File: config.mk
export PLATFORM = sky130hd
export DESIGN_NAME = matrix_strip_rx
export DESIGN_NICKNAME = d
export VERILOG_FILES = /design/src/rtl/matrix_pkg.sv /design/src/rtl/strip_edge_sync.sv /design/src/rtl/matrix_strip_rx.sv
export SDC_FILE = /design/constraint.sdc
export NUM_CORES = 1
export LEC_CHECK = 0
export CAP_MARGIN = 20
export CORE_ASPECT_RATIO = 0.9
export CORE_MARGIN = 4
export CORE_UTILIZATION = 55
export CTS_BUF_LIST = sky130_fd_sc_hd__clkbuf_8 sky130_fd_sc_hd__clkbuf_16
export CTS_CLUSTER_DIAMETER = 50
export CTS_CLUSTER_SIZE = 14
export DETAILED_ROUTE_END_ITERATION = 6
export HOLD_SLACK_MARGIN = 0.05
export PLACE_DENSITY = 0.83
export SYNTH_ARGS = -nofsm -noshare
export SYNTH_HDL_FRONTEND = slang
export SYNTH_SLANG_ARGS = --single-unit
File: constraint.sdc
create_clock -name clk -period 2.7 [get_ports clk]
set_input_delay 0.405 -clock clk [delete_from_list [all_inputs] [get_ports clk]]
set_output_delay 0.405 -clock clk [all_outputs]
set_load 0.03 [all_outputs]
File: src/rtl/matrix_pkg.sv
`default_nettype none
// ============================================================================
// Module   : matrix_pkg
// Brief    : Shared types and constants for the LED-strip matrix path.
// Revision : 1.0
// ============================================================================
package matrix_pkg;

    typedef enum logic [1:0] {
        ST_HUNT = 2'd0,
        ST_WORD = 2'd1,
        ST_DONE = 2'd2
    } rx_state_e;

    localparam int          START_ZEROS = 32;
    localparam logic [2:0]  LED_HDR     = 3'b111;
    localparam int          WORD_W      = 32;
    localparam logic [31:0] NUM_COLOUR  = 32'hf0000f00;
    localparam logic [31:0] BG_COLOUR   = 32'hf0070000;

    // Physical strip position -> logical display index; even rows run right-to-left.
    function automatic logic [5:0] unsnake(input logic [5:0] p, input int row_len);
        int row;
        int col;
        int idx;
        row = int'(p) / row_len;
        col = int'(p) % row_len;
        if (row[0] == 1'b0) begin
            idx = row * row_len + (row_len - 1 - col);
        end else begin
            idx = int'(p);
        end
        return idx[5:0];
    endfunction

endpackage
`default_nettype wire

File: src/rtl/strip_edge_sync.sv
`default_nettype none
// ============================================================================
// Module   : strip_edge_sync
// Brief    : Optional synchroniser plus rising-edge detector for the strip clock.
// Revision : 1.0
// ============================================================================
module strip_edge_sync #(
    parameter int SYNC_STAGES = 0
) (
    input  logic clk,
    input  logic reset,
    input  logic strip_clk,
    input  logic strip_data,
    output logic bit_evt,
    output logic bit_val
);

    logic clk_s;
    logic data_s;

    generate
        if (SYNC_STAGES == 0) begin : g_direct
            assign clk_s  = strip_clk;
            assign data_s = strip_data;
        end else begin : g_sync
            logic [SYNC_STAGES-1:0] clk_sync_q;
            logic [SYNC_STAGES-1:0] data_sync_q;

            always_ff @(posedge clk or negedge reset) begin
                if (!reset) begin
                    clk_sync_q  <= '0;
                    data_sync_q <= '0;
                end else begin
                    clk_sync_q[0]  <= strip_clk;
                    data_sync_q[0] <= strip_data;
                    for (int i = 1; i < SYNC_STAGES; i++) begin
                        clk_sync_q[i]  <= clk_sync_q[i-1];
                        data_sync_q[i] <= data_sync_q[i-1];
                    end
                end
            end

            assign clk_s  = clk_sync_q[SYNC_STAGES-1];
            assign data_s = data_sync_q[SYNC_STAGES-1];
        end
    endgenerate

    logic clk_q;
    logic clk_prev_q;
    logic data_q;

    always_ff @(posedge clk or negedge reset) begin
        if (!reset) begin
            clk_q      <= 1'b0;
            clk_prev_q <= 1'b0;
            data_q     <= 1'b0;
        end else begin
            clk_q      <= clk_s;
            clk_prev_q <= clk_q;
            data_q     <= data_s;
        end
    end

    // Data comes from the same stage as the edge so it is the value present at the rise.
    assign bit_evt = clk_q & ~clk_prev_q;
    assign bit_val = data_q;

endmodule
`default_nettype wire

File: src/rtl/matrix_strip_rx.sv
`default_nettype none
// ============================================================================
// Module   : matrix_strip_rx
// Brief    : Decodes the serial LED-strip stream back into pixels and a bitmap.
// Revision : 1.0
// ============================================================================
module matrix_strip_rx
    import matrix_pkg::*;
#(
    parameter int          NUM_LEDS    = 64,
    parameter int          ROW_LEN     = 8,
    parameter logic [31:0] ON_WORD     = 32'hf0000f00,
    parameter int          SYNC_STAGES = 0
) (
    input  logic        clk,
    input  logic        reset,
    input  logic        strip_clk,
    input  logic        strip_data,
    output logic        pix_valid,
    output logic [5:0]  pix_addr,
    output logic [4:0]  pix_bright,
    output logic [7:0]  pix_b,
    output logic [7:0]  pix_g,
    output logic [7:0]  pix_r,
    output logic        frame_done,
    output logic [63:0] bitmap,
    output logic [7:0]  frame_cnt,
    output logic        hdr_err
);

    logic bit_evt;
    logic bit_val;

    strip_edge_sync #(
        .SYNC_STAGES (SYNC_STAGES)
    ) u_edge (
        .clk        (clk),
        .reset      (reset),
        .strip_clk  (strip_clk),
        .strip_data (strip_data),
        .bit_evt    (bit_evt),
        .bit_val    (bit_val)
    );

    rx_state_e          state_q,      state_d;
    logic [5:0]         zcnt_q,       zcnt_d;
    logic [5:0]         bitcnt_q,     bitcnt_d;
    logic [WORD_W-2:0]  shift_q,      shift_d;
    logic [6:0]         led_idx_q,    led_idx_d;
    logic [63:0]        work_q,       work_d;
    logic [63:0]        bitmap_q,     bitmap_d;
    logic [7:0]         frame_cnt_q,  frame_cnt_d;
    logic               hdr_err_q,    hdr_err_d;
    logic               pix_valid_q,  pix_valid_d;
    logic [5:0]         pix_addr_q,   pix_addr_d;
    logic [4:0]         pix_bright_q, pix_bright_d;
    logic [7:0]         pix_b_q,      pix_b_d;
    logic [7:0]         pix_g_q,      pix_g_d;
    logic [7:0]         pix_r_q,      pix_r_d;
    logic               frame_done_q, frame_done_d;

    logic [WORD_W-1:0]  word_w;
    logic [5:0]         addr_w;

    assign word_w = {shift_q, bit_val};
    assign addr_w = unsnake(led_idx_q[5:0], ROW_LEN);

    always_comb begin
        state_d      = state_q;
        zcnt_d       = zcnt_q;
        bitcnt_d     = bitcnt_q;
        shift_d      = shift_q;
        led_idx_d    = led_idx_q;
        work_d       = work_q;
        bitmap_d     = bitmap_q;
        frame_cnt_d  = frame_cnt_q;
        hdr_err_d    = hdr_err_q;
        pix_valid_d  = 1'b0;
        pix_addr_d   = pix_addr_q;
        pix_bright_d = pix_bright_q;
        pix_b_d      = pix_b_q;
        pix_g_d      = pix_g_q;
        pix_r_d      = pix_r_q;
        frame_done_d = 1'b0;

        case (state_q)
            ST_HUNT: begin
                if (bit_evt) begin
                    if (!bit_val) begin
                        if (zcnt_q != 6'(START_ZEROS)) begin
                            zcnt_d = zcnt_q + 6'd1;
                        end
                    end else if (zcnt_q == 6'(START_ZEROS)) begin
                        shift_d   = {{(WORD_W-2){1'b0}}, 1'b1};
                        bitcnt_d  = 6'd1;
                        led_idx_d = 7'd0;
                        state_d   = ST_WORD;
                    end else begin
                        zcnt_d = 6'd0;
                    end
                end
            end

            ST_WORD: begin
                if (bit_evt) begin
                    shift_d  = word_w[WORD_W-2:0];
                    bitcnt_d = bitcnt_q + 6'd1;
                    if (bitcnt_q == 6'(WORD_W - 1)) begin
                        bitcnt_d = 6'd0;
                        if (word_w[31:29] == LED_HDR) begin
                            pix_valid_d    = 1'b1;
                            pix_addr_d     = addr_w;
                            pix_bright_d   = word_w[28:24];
                            pix_b_d        = word_w[23:16];
                            pix_g_d        = word_w[15:8];
                            pix_r_d        = word_w[7:0];
                            work_d[addr_w] = (word_w == ON_WORD);
                            led_idx_d      = led_idx_q + 7'd1;
                            if (led_idx_d == 7'(NUM_LEDS)) begin
                                state_d = ST_DONE;
                            end
                        end else if (word_w == '0) begin
                            // An all-zero word is the driver's idle gap; treat as a full start run.
                            zcnt_d  = 6'(START_ZEROS);
                            state_d = ST_HUNT;
                        end else begin
                            hdr_err_d = 1'b1;
                            zcnt_d    = 6'd0;
                            state_d   = ST_HUNT;
                        end
                    end
                end
            end

            ST_DONE: begin
                bitmap_d     = work_q;
                frame_done_d = 1'b1;
                frame_cnt_d  = frame_cnt_q + 8'd1;
                work_d       = '0;
                zcnt_d       = 6'd0;
                state_d      = ST_HUNT;
            end

            default: begin
                state_d = ST_HUNT;
            end
        endcase
    end

    always_ff @(posedge clk or negedge reset) begin
        if (!reset) begin
            state_q      <= ST_HUNT;
            zcnt_q       <= '0;
            bitcnt_q     <= '0;
            shift_q      <= '0;
            led_idx_q    <= '0;
            work_q       <= '0;
            bitmap_q     <= '0;
            frame_cnt_q  <= '0;
            hdr_err_q    <= 1'b0;
            pix_valid_q  <= 1'b0;
            pix_addr_q   <= '0;
            pix_bright_q <= '0;
            pix_b_q      <= '0;
            pix_g_q      <= '0;
            pix_r_q      <= '0;
            frame_done_q <= 1'b0;
        end else begin
            state_q      <= state_d;
            zcnt_q       <= zcnt_d;
            bitcnt_q     <= bitcnt_d;
            shift_q      <= shift_d;
            led_idx_q    <= led_idx_d;
            work_q       <= work_d;
            bitmap_q     <= bitmap_d;
            frame_cnt_q  <= frame_cnt_d;
            hdr_err_q    <= hdr_err_d;
            pix_valid_q  <= pix_valid_d;
            pix_addr_q   <= pix_addr_d;
            pix_bright_q <= pix_bright_d;
            pix_b_q      <= pix_b_d;
            pix_g_q      <= pix_g_d;
            pix_r_q      <= pix_r_d;
            frame_done_q <= frame_done_d;
        end
    end

    assign pix_valid  = pix_valid_q;
    assign pix_addr   = pix_addr_q;
    assign pix_bright = pix_bright_q;
    assign pix_b      = pix_b_q;
    assign pix_g      = pix_g_q;
    assign pix_r      = pix_r_q;
    assign frame_done = frame_done_q;
    assign bitmap     = bitmap_q;
    assign frame_cnt  = frame_cnt_q;
    assign hdr_err    = hdr_err_q;

endmodule
`default_nettype wire
==> results.cfg, run 1 <==
[setup_path]
cp-end-kind = flip-flop
crit_type = flip-flop to flip-flop
r2r-end = work_q[40]
required_ns = 3.08
reg2reg_depth = 9
crit_path_end = work_q[40]
cp-startpoint = state_q[1]
rrSetupSlack_ns = 0.15
r2r-start = state_q[1]
crit_arrival_ns = 2.93
start_kind = flip-flop
critPathMaxFanout = 64

[floorplan]
fp.dieH_um = 134.8
initial_utilization_pct = 55.94
die_w_um = 148.8
die-area_mm2 = 0.02006
num_rows = 46
core_mm2 = 0.01755
boundaryPins = 114

[clock_tree]
ctsResizeCount = 0
cts_tree = yes
clock-sinks = 229
cts_buffers = 21
htreeDepth = 1
clockRootBuffer = clkbuf_16
cts_buffer_depth = 3
worst_skew_pair.late_latency_ns = 0.50
path_clk_slew_ns = 0.07

[global_route]
grt_pass1_vias = 7395
grt_max_degree = 69
grt.overflow.total = 0
track_usage_pct = 23.00
grt_pass1_wl_um = 38010
antenna_found_initial = 0

[power]
ir_drop_mv = 0.3890
p_per_area_mw_per_mm2 = 534.6
p_leak_nw = 5.444

[synthesis]
yosysMostFrequentCell = nand2_1
synthesis.nets = 918
syn_area_mm2 = 0.009819
netlist_top_cells_count = nand2_1, dfrtp_1, mux2_2, a32o_1, o21ai_0
synth-edff-count = 0
yosysWarnings = 0
ys_ff_latch = 229
seq_area_frac_synth_pct = 58.36
syn-mean-instance-area_um2 = 10.86
synth.distinct_cells = 49
synthCells = 904
synthArstFlopShare_pct = 100.0
synth_top_area_cell = dfrtp_1
synth_top_area_share_pct = 58.36
synth_area_leaders = dfrtp_1, nand2_1, mux2_2
ys.flop_type = dfrtp_1

[finish]
drive_above_1_share_pct = 14.72
nFillCells = 1319
n_antenna_cell = 0
area_growth_pct = 22.16
final_util_pct = 68.33
nNetsFinal = 1035

[placed_design]
port_buffers = 113
gp_congestion = 0.9088
dp_hpwl_um = 15480

[sta]
skew_ns = 0.01481
rsz0062_at_grt = false
final_hold_viol_count = 0
timing.fmax_ghz = 0.3929
finalSetupTns_ns = 0
slew_headroom_pct = 50.40
fin_crit_sh_pct = 94.27
worst_slew_pin_slew_ns = 0.7383
min_period_ns = 2.545
slew_violations = 0
setup_viol_count_final = 0

[route]
via_per_inst = 5.883
routed_wl_um = 22850
dr.pass1.iters = 5
drtAntennaViolNets = 0
wl_per_cell_um = 18.05
drt_iter0_drc = 616
dr_total_vias = 7448
remaining_drc_errors = 0

[outcome]
status = complete, no violations

[hold_path]
hold_class = input port to flip-flop

[run]
cap_violations = 0
cell type report:
cell class	instances	area (um^2)	area share [%]
Sequential cell	229	5731	47.77
Multi-Input combinational cell	614	3826	31.90
Timing Repair Buffer	148	1476	12.31
Clock buffer	23	553.0	4.610
Tap cell	240	300.3	2.503
Clock inverter	5	82.58	0.6884
Inverter	7	26.28	0.2190
state kept, by name (all words and copies together), names as in the netlist, 2 cells and up:
| name | cells |
|---|---|
| bitmap | 64 |
| work_q | 64 |
| pix_g | 8 |
| zcnt_q | 6 |
| pix_b | 8 |
| led_idx_q | 7 |
| bitcnt_q | 6 |
| pix_bright | 5 |
| shift_q | 31 |
| frame_cnt | 8 |
| state_q | 2 |
| pix_r | 8 |
| pix_addr | 6 |
critical path, stage by stage (launching register included):
cell and delay, ns:
dfrtp_1 0.41, inv_1 0.10, ha_1 0.19, nand4_2 0.11, or4_1 0.57, buf_4 0.21, nand2_1 0.07, nand2_1 0.05
buf_4 0.33, a32o_1 0.34
routing by layer:
layer	GRT usage [%]	part of all wire [%]	vias up
met1	34.43	45	3691
li1	-	-	3413
met3	5.067	8.1	33
met4	4.525	1.7	0
met5	0	0	-
met2	35.32	45	311
cell usage in the layout (no fill, tap or decap), types with 14 or more instances in the layout:
| master | instances |
|---|---|
| nor2_1 | 37 |
| clkdlybuf4s50_1 | 112 |
| nand3_1 | 14 |
| buf_4 | 28 |
| mux2_2 | 71 |
| o21ai_0 | 52 |
| nand2_1 | 256 |
| a32o_1 | 64 |
| dfrtp_1 | 229 |
| clkbuf_16 | 21 |
what timing repair did:
item / CTS / global route
hold buffers: 1 / 0
setup buffers: 0 / 0
hold endpoints to repair: 65 / 0
per-stage QoR:
stage / setup slack, ns / hold slack (ns) / area [um^2] / std cells / total power, mW
floorplan: 0.2966 / 0.1094 / 9819 / 904 / 3.537
detailed placement: 0.2092 / 0.3889 / 11350 / 1237 / 3.632
CTS: 0.1947 / 0.3523 / 12000 / 1266 / 6.477
global placement: 0.2619 / 0.3797 / 11350 / 1237 / 3.630
global route: 0.01551 / 0.3630 / 12000 / 1266 / 6.635
finish: 0.1546 / 0.3647 / 12000 / 1266 / 6.413
worst min path at each step:
stage / from / slack [ns] / depth (start not counted) / end
2_1_floorplan: reset / 0.11 / 0 / bitcnt_q[0]
3_3_place_gp: u_edge.clk_q / 0.38 / 0 / u_edge.clk_prev_q
3_5_place_dp: reset / 0.39 / 1 / frame_cnt[4]
4_1_cts: strip_data / 0.35 / 1 / u_edge.bit_val
5_1_grt: strip_data / 0.36 / 1 / u_edge.bit_val
6_report: strip_data / 0.36 / 1 / u_edge.bit_val
report_power, final:
part           switching (mW)  leakage (nW)  internal [mW]  total [mW]
registers             0.00863          3.19           3.44        3.45
clock network            1.20         0.314           1.65        2.85
logic                  0.0879          1.94         0.0283       0.116
logic make-up after synthesis:
family / after synthesis / synth area share, %
DFF: 229 / 58.36
and+or+nand+nor: 371 / 16.35
adders and majority gates: 10 / 1.274
buffers and inverters: 61 / 2.701
xor gates and xnor gates: 12 / 1.070
muxes: 71 / 8.142
AOI/OAI and AO/OA: 150 / 12.10
(Power assumes the default switching activity.)
==> run 2, diff against run 1 <==
Settings changed: CAP_MARGIN 20 to 30, SLEW_MARGIN set to 20, SYNTH_HIERARCHICAL set to 1.
==> run 2 against run 1 <==
Combinational power rose by 38%. Global-route usage increased by 0.74 points. Clock skew fell by 0.00089 ns. Non-clock buffer count is 8 lower. First-iteration DRC count is 41% higher. Utilization increased by 0.37 points. Worst hold slack got worse by 0.014 ns. Sequential cell count unchanged. Register-to-register slack hardly changed. Largest cell class unchanged. Largest power group unchanged.
==> results.cfg, run 2 <==
[outcome]
status = complete, no violations

[hold_path]
min_delay_path_depth = 1
hold_class = input port to flip-flop
holdPathEnd = u_edge/clk_q
min-delay-start = strip_clk

[global_route]
grt_max_degree = 136
grt.overflow.total = 0
track_usage_pct = 23.74
grt_pass1_vias = 7424
antenna_found_initial = 0
grt_pass1_wl_um = 38650

[route]
wl_per_cell_um = 18.85
highest_layer = met4
dr.pass1.iters = 6
routed_wl_um = 23410
remaining_drc_errors = 0
drt_iter0_drc = 868
dr_total_vias = 7481
drtAntennaViolNets = 0
wl_met3_um = 1851
wl_met1_um = 10180
via_per_inst = 6.023
wl_met2_um = 10760

[finish]
area_growth_pct = 20.76
nFillCells = 1318
n_antenna_cell = 0
layout_common_cells = dfrtp_1, o21ai_0, nand2_1
fin_cells = 1242
drive_above_1_share_pct = 12.81
layout_commonest_cell = dfrtp_1
nNetsFinal = 1016

[sta]
timing.fmax_ghz = 0.3947
final_hold_viol_count = 0
rsz0062_at_grt = false
finalSetupTns_ns = 0
slew_headroom_pct = 58.25
min_period_ns = 2.534
fin_crit_sh_pct = 93.84
skew_ns = 0.01391
worst_slew_pin_slew_ns = 0.6262
slew_violations = 0
finalWorstSetupSlack_ns = 0.1664
setup_viol_count_final = 0

[synthesis]
seq_area_frac_synth_pct = 58.66
synth_top_area_cell = dfrtp_1
ys_ff_latch = 229
synthesis.nets = 911
synth-edff-count = 0
synth_top_area_share_pct = 58.66
yosysMostFrequentCell = dfrtp_1
ys.flop_type = dfrtp_1
synth_area_leaders = dfrtp_1, mux2_2, o21ai_0
netlist_top_cells_count = dfrtp_1, o21ai_0, nand2_1, a21oi_1, mux2_2
synth.distinct_cells = 56
yosysWarnings = 6
synthArstFlopShare_pct = 100.0
syn_area_mm2 = 0.009769
synthCells = 897
syn-mean-instance-area_um2 = 10.89

[clock_tree]
cts_buffers = 21
htreeDepth = 1
cts_buffer_depth = 3
ctsResizeCount = 0
worst_skew_pair.late_latency_ns = 0.50
clockRootBuffer = clkbuf_16
cts_tree = yes
clock-sinks = 229
postCtsSetupBuffers = 0
path_clk_slew_ns = 0.06

[run]
cap_violations = 0

[setup_path]
slowest_delay_ns = 0.51
cp_slowest_cell = nand3_1
required_ns = 3.10
reg2reg_depth = 7
r2r-start = state_q[1]
start_kind = flip-flop
crit_type = flip-flop to flip-flop
rrSetupSlack_ns = 0.17
r2r-end = work_q[26]
crit_arrival_ns = 2.93
cp-end-kind = flip-flop
critPathMaxFanout = 10
path_cells = inv_1 > ha_1 > and4_1 > nand3_4 > a211oi_4 > nand3_1 > o21ai_0

[power]
p_leak_nw = 5.396
p_per_area_mw_per_mm2 = 532.7
ir_drop_mv = 0.3919

[floorplan]
core_mm2 = 0.01717
die-area_mm2 = 0.01996
initial_utilization_pct = 56.89
fp.dieH_um = 134.4
num_rows = 45
boundaryPins = 114
die_w_um = 148.5

[placed_design]
pre_cts_ws_ns = 0.3062
port_buffers = 113
gp_congestion = 0.8636
dp_cells = 1213
dp_hpwl_um = 15620
[run 2: metrics by stage]
| stage | area (um^2) | utilization [%] | power [mW] | hold WS [ns] |
|---|---|---|---|---|
| floorplan | 9769 | - | 3.599 | 0.1094 |
| global placement | 11210 | 65.26 | 3.695 | 0.3713 |
| detailed placement | 11210 | 65.26 | 3.700 | 0.3688 |
| CTS | 11800 | 68.70 | 6.337 | 0.3399 |
| global route | 11800 | 68.70 | 6.493 | 0.3437 |
| finish | 11800 | 68.70 | 6.285 | 0.3509 |
[run 2: critical path, delay by kind of cell, from the launching register on]
kind	cells	cell delay, ns
AND/OR/NAND/NOR	3	0.89
AO/OA/AOI/OAI	2	0.80
flip-flops	1	0.44
adder cells (fa/ha/maj)	1	0.19
buffers and inverters	1	0.11
[run 2: logic make-up (layout without fill, tap and decap cells)]
| logic type | Yosys count | count (layout) | share of synthesized area, % |
|---|---|---|---|
| mux | 74 | 74 | 8.440 |
| fa+ha+maj | 10 | 10 | 1.281 |
| xor+xnor | 12 | 12 | 1.076 |
| flops | 229 | 229 | 58.66 |
| simple gates | 237 | 237 | 11.78 |
| compound gates | 269 | 269 | 16.02 |
| buf+inv | 66 | 176 | 2.741 |
[run 2: timing repair]
item                       in CTS  in global routing
hold buffers                    1                  0
setup endpoints to repair       0                  1
hold endpoints to repair       71                  0
[run 2: worst max path at each step]
stage / start / to / slack [ns] / cells past startpoint
after global routing: shift_q[16] / work_q[26] / 0.005 / 5
after detailed placement: state_q[1] / work_q[42] / 0.31 / 7
after floorplan: state_q[1] / work_q[28] / 0.57 / 8
final: state_q[1] / work_q[26] / 0.17 / 7
after global placement: shift_q[16] / work_q[10] / 0.44 / 5
after CTS: state_q[1] / work_q[26] / 0.23 / 7
[run 2: cell type report]
| cell class | count | area, um^2 | area share [%] |
|---|---|---|---|
| Inverter | 8 | 30.03 | 0.2545 |
| Clock inverter | 6 | 41.29 | 0.3500 |
| Tap cell | 235 | 294.0 | 2.492 |
| Timing Repair Buffer | 140 | 1379 | 11.69 |
| Multi-Input combinational cell | 602 | 3784 | 32.07 |
| Sequential cell | 229 | 5731 | 48.57 |
| Clock buffer | 22 | 539.3 | 4.571 |
[run 2: where the power goes]
group / internal, mW / total, mW / switching (mW)
Sequential: 3.45 / 3.47 / 0.0237
Combinational: 0.0425 / 0.160 / 0.118
Clock: 1.43 / 2.65 / 1.22
[run 2: per-layer routing]
metal / up-vias / global-route usage [%]
li1: 3411 / -
met1: 3684 / 34.87
met2: 333 / 36.30
met3: 53 / 4.426
met4: 0 / 7.337
met5: - / 0
==> run 3, diff against run 2 <==
Settings changed: CORE_ASPECT_RATIO 0.9 to 0.7, CORE_UTILIZATION 55 to 51, PLACE_DENSITY 0.83 to 0.81.
Clock period 2.7 ns to 2.2 ns, I/O delays scaled along.
==> run 3 against run 2 <==
Sequential power grew 23%. Clock-buffer cell count decreased by 1. First-iteration DRC count shrank 6.1%. Sequential share of layout area down 1.4 points. Utilization down 4.3 points. Critical path depth shrank 2. Setup slack lost 0.046 ns. Via count grew 2.1%. Sequential cell count is the same. Cell count rose by 3.3%. Maximum frequency grew 22%. Critical path type unchanged. Critical endpoint is now shift_q[15].
==> results.cfg, run 3 (synthesis gave the netlist of run 2 again) <==
[route]
drt_iter0_drc = 815
dr_total_vias = 7635
remaining_drc_errors = 0
drtAntennaViolNets = 0
dr.pass1.iters = 6
routed_wl_um = 24120
via_per_inst = 5.951
wl_per_cell_um = 18.80

[run]
cap_violations = 0

[power]
ir_drop_mv = 0.4324
p_per_area_mw_per_mm2 = 639.8
clkPwrFrac_pct = 42.5
p_leak_nw = 5.599
comb_power_share_pct = 2.8
seq_power_share_pct = 54.8
switching_share_pct = 21.27
switchingPower_mw = 1.654
power_mw = 7.776
intPower_mw = 6.122

[finish]
n_antenna_cell = 0
fin_cells = 1283
drive_above_1_share_pct = 16.43
area_growth_pct = 24.40
layout_commonest_cell = dfrtp_1
layout_common_cells = dfrtp_1, o21ai_0, nand2_1
nFillCells = 1424
nNetsFinal = 1054

[setup_path]
required_ns = 2.62
path_cells = or3b_1 > o31ai_4 > and3_1 > buf_12 > a22o_1
cp-end-kind = flip-flop
reg2reg_depth = 5
start_kind = flip-flop
crit_type = flip-flop to flip-flop
crit_arrival_ns = 2.50
cp_slowest_cell = and3_1
slowest_delay_ns = 0.44
critPathMaxFanout = 31

[sta]
slew_violations = 0
fin_crit_sh_pct = 94.51
skew_ns = 0.01529
min_period_ns = 2.079
slew_headroom_pct = 65.09
setup_viol_count_final = 0
whs_ns = 0.2713
final_hold_viol_count = 0
timing.fmax_ghz = 0.4809
worst_slew_pin_slew_ns = 0.5237
finalSetupTns_ns = 0

[floorplan]
die_w_um = 173.4
die-area_mm2 = 0.02147
initial_utilization_pct = 51.78
num_rows = 42
fp.dieH_um = 123.8
core_mm2 = 0.01887
boundaryPins = 114

[global_route]
antenna_found_initial = 0
track_usage_pct = 22.35
grt_pass1_vias = 7216
grt.overflow.total = 0
grt_pass1_wl_um = 39140
grt_max_degree = 95

[clock_tree]
clockRootBuffer = clkbuf_16
cts_buffers = 21
worst_skew_pair.late_latency_ns = 0.50
clock-sinks = 229
cts_tree = yes
cts_buffer_depth = 3
path_clk_slew_ns = 0.06
htreeDepth = 1

[placed_design]
port_buffers = 113
dp_cells = 1256
dp_hpwl_um = 16330
gp_congestion = 0.8929

[hold_path]
hold_class = input port to flip-flop
min_delay_path_depth = 1

[outcome]
status = complete, no violations
==> run 3: stage by stage <==
step                      utilization (%)  worst slack, ns  instance area [um^2]
after global placement              61.08           0.1573                 11520
after floorplan                         -          0.06882                  9769
after global routing                64.42        -0.003476                 12150
final                               64.42           0.1207                 12150
after CTS                           64.21          0.02179                 12110
after detailed placement            61.08          0.07204                 11520
==> run 3: per-layer routing <==
| layer | wire (um) | GRT usage [%] | vias up | part of all wire [%] |
|---|---|---|---|---|
| met5 | 0 | 0 | - | 0 |
| met4 | 439 | 4.584 | 0 | 1.8 |
| met3 | 2258 | 5.370 | 34 | 9.4 |
| met2 | 10110 | 31.98 | 330 | 42 |
| met1 | 11310 | 34.88 | 3802 | 47 |
| li1 | - | - | 3469 | - |
==> run 3: area by class of cell <==
type,count,area [um^2],share of cell area [%]
flip-flops and latches,229,5731,47.15
multi-input cells,602,3804,31.30
repair buffers,178,1705,14.03
clock buffers,21,525.5,4.324
well taps,242,302.8,2.492
clock inverters,3,55.05,0.4530
inverters,8,30.03,0.2471
==> run 3: critical path, delay by kind of cell, from the launching register on <==
| family | cells | cell delay (ns) |
|---|---|---|
| AND/OR/NAND/NOR | 2 | 0.87 |
| AO/OA/AOI/OAI | 2 | 0.48 |
| buffers and inverters | 1 | 0.23 |
| flip-flops | 1 | 0.42 |
==> run 3: what timing repair did <==
action / 4_1_cts / 5_1_grt
gates resized for setup: 0 / 9
hold buffers: 1 / 0
endpoints found under the hold margin: 66 / 0
endpoints found under the setup margin: 0 / 50
setup buffers: 0 / 2
==> run 3: power by group through the flow <==
stage          combinational (mW)  sequential (mW)  clock, mW
2_1_floorplan              0.0845             4.33          0
3_3_place_gp                0.212             4.33          0
6_report                    0.214             4.26       3.30
4_1_cts                     0.218             4.26       3.36
3_5_place_dp                0.217             4.34          0
5_1_grt                     0.249             4.26       3.54
==> run 3: worst paths after layout <==
path | from | endpoint | slack [ns]
setup / recovery | zcnt_q[3] | shift_q[15] | 0.12
hold reg to reg | u_edge/clk_q | u_edge/clk_prev_q | 0.38
hold / removal | strip_clk | u_edge/clk_q | 0.27
setup reg to reg | zcnt_q[3] | shift_q[15] | 0.12
max in group asynchronous | reset | zcnt_q[2] | 1.06
min in group asynchronous | reset | bitmap[26] | 0.39
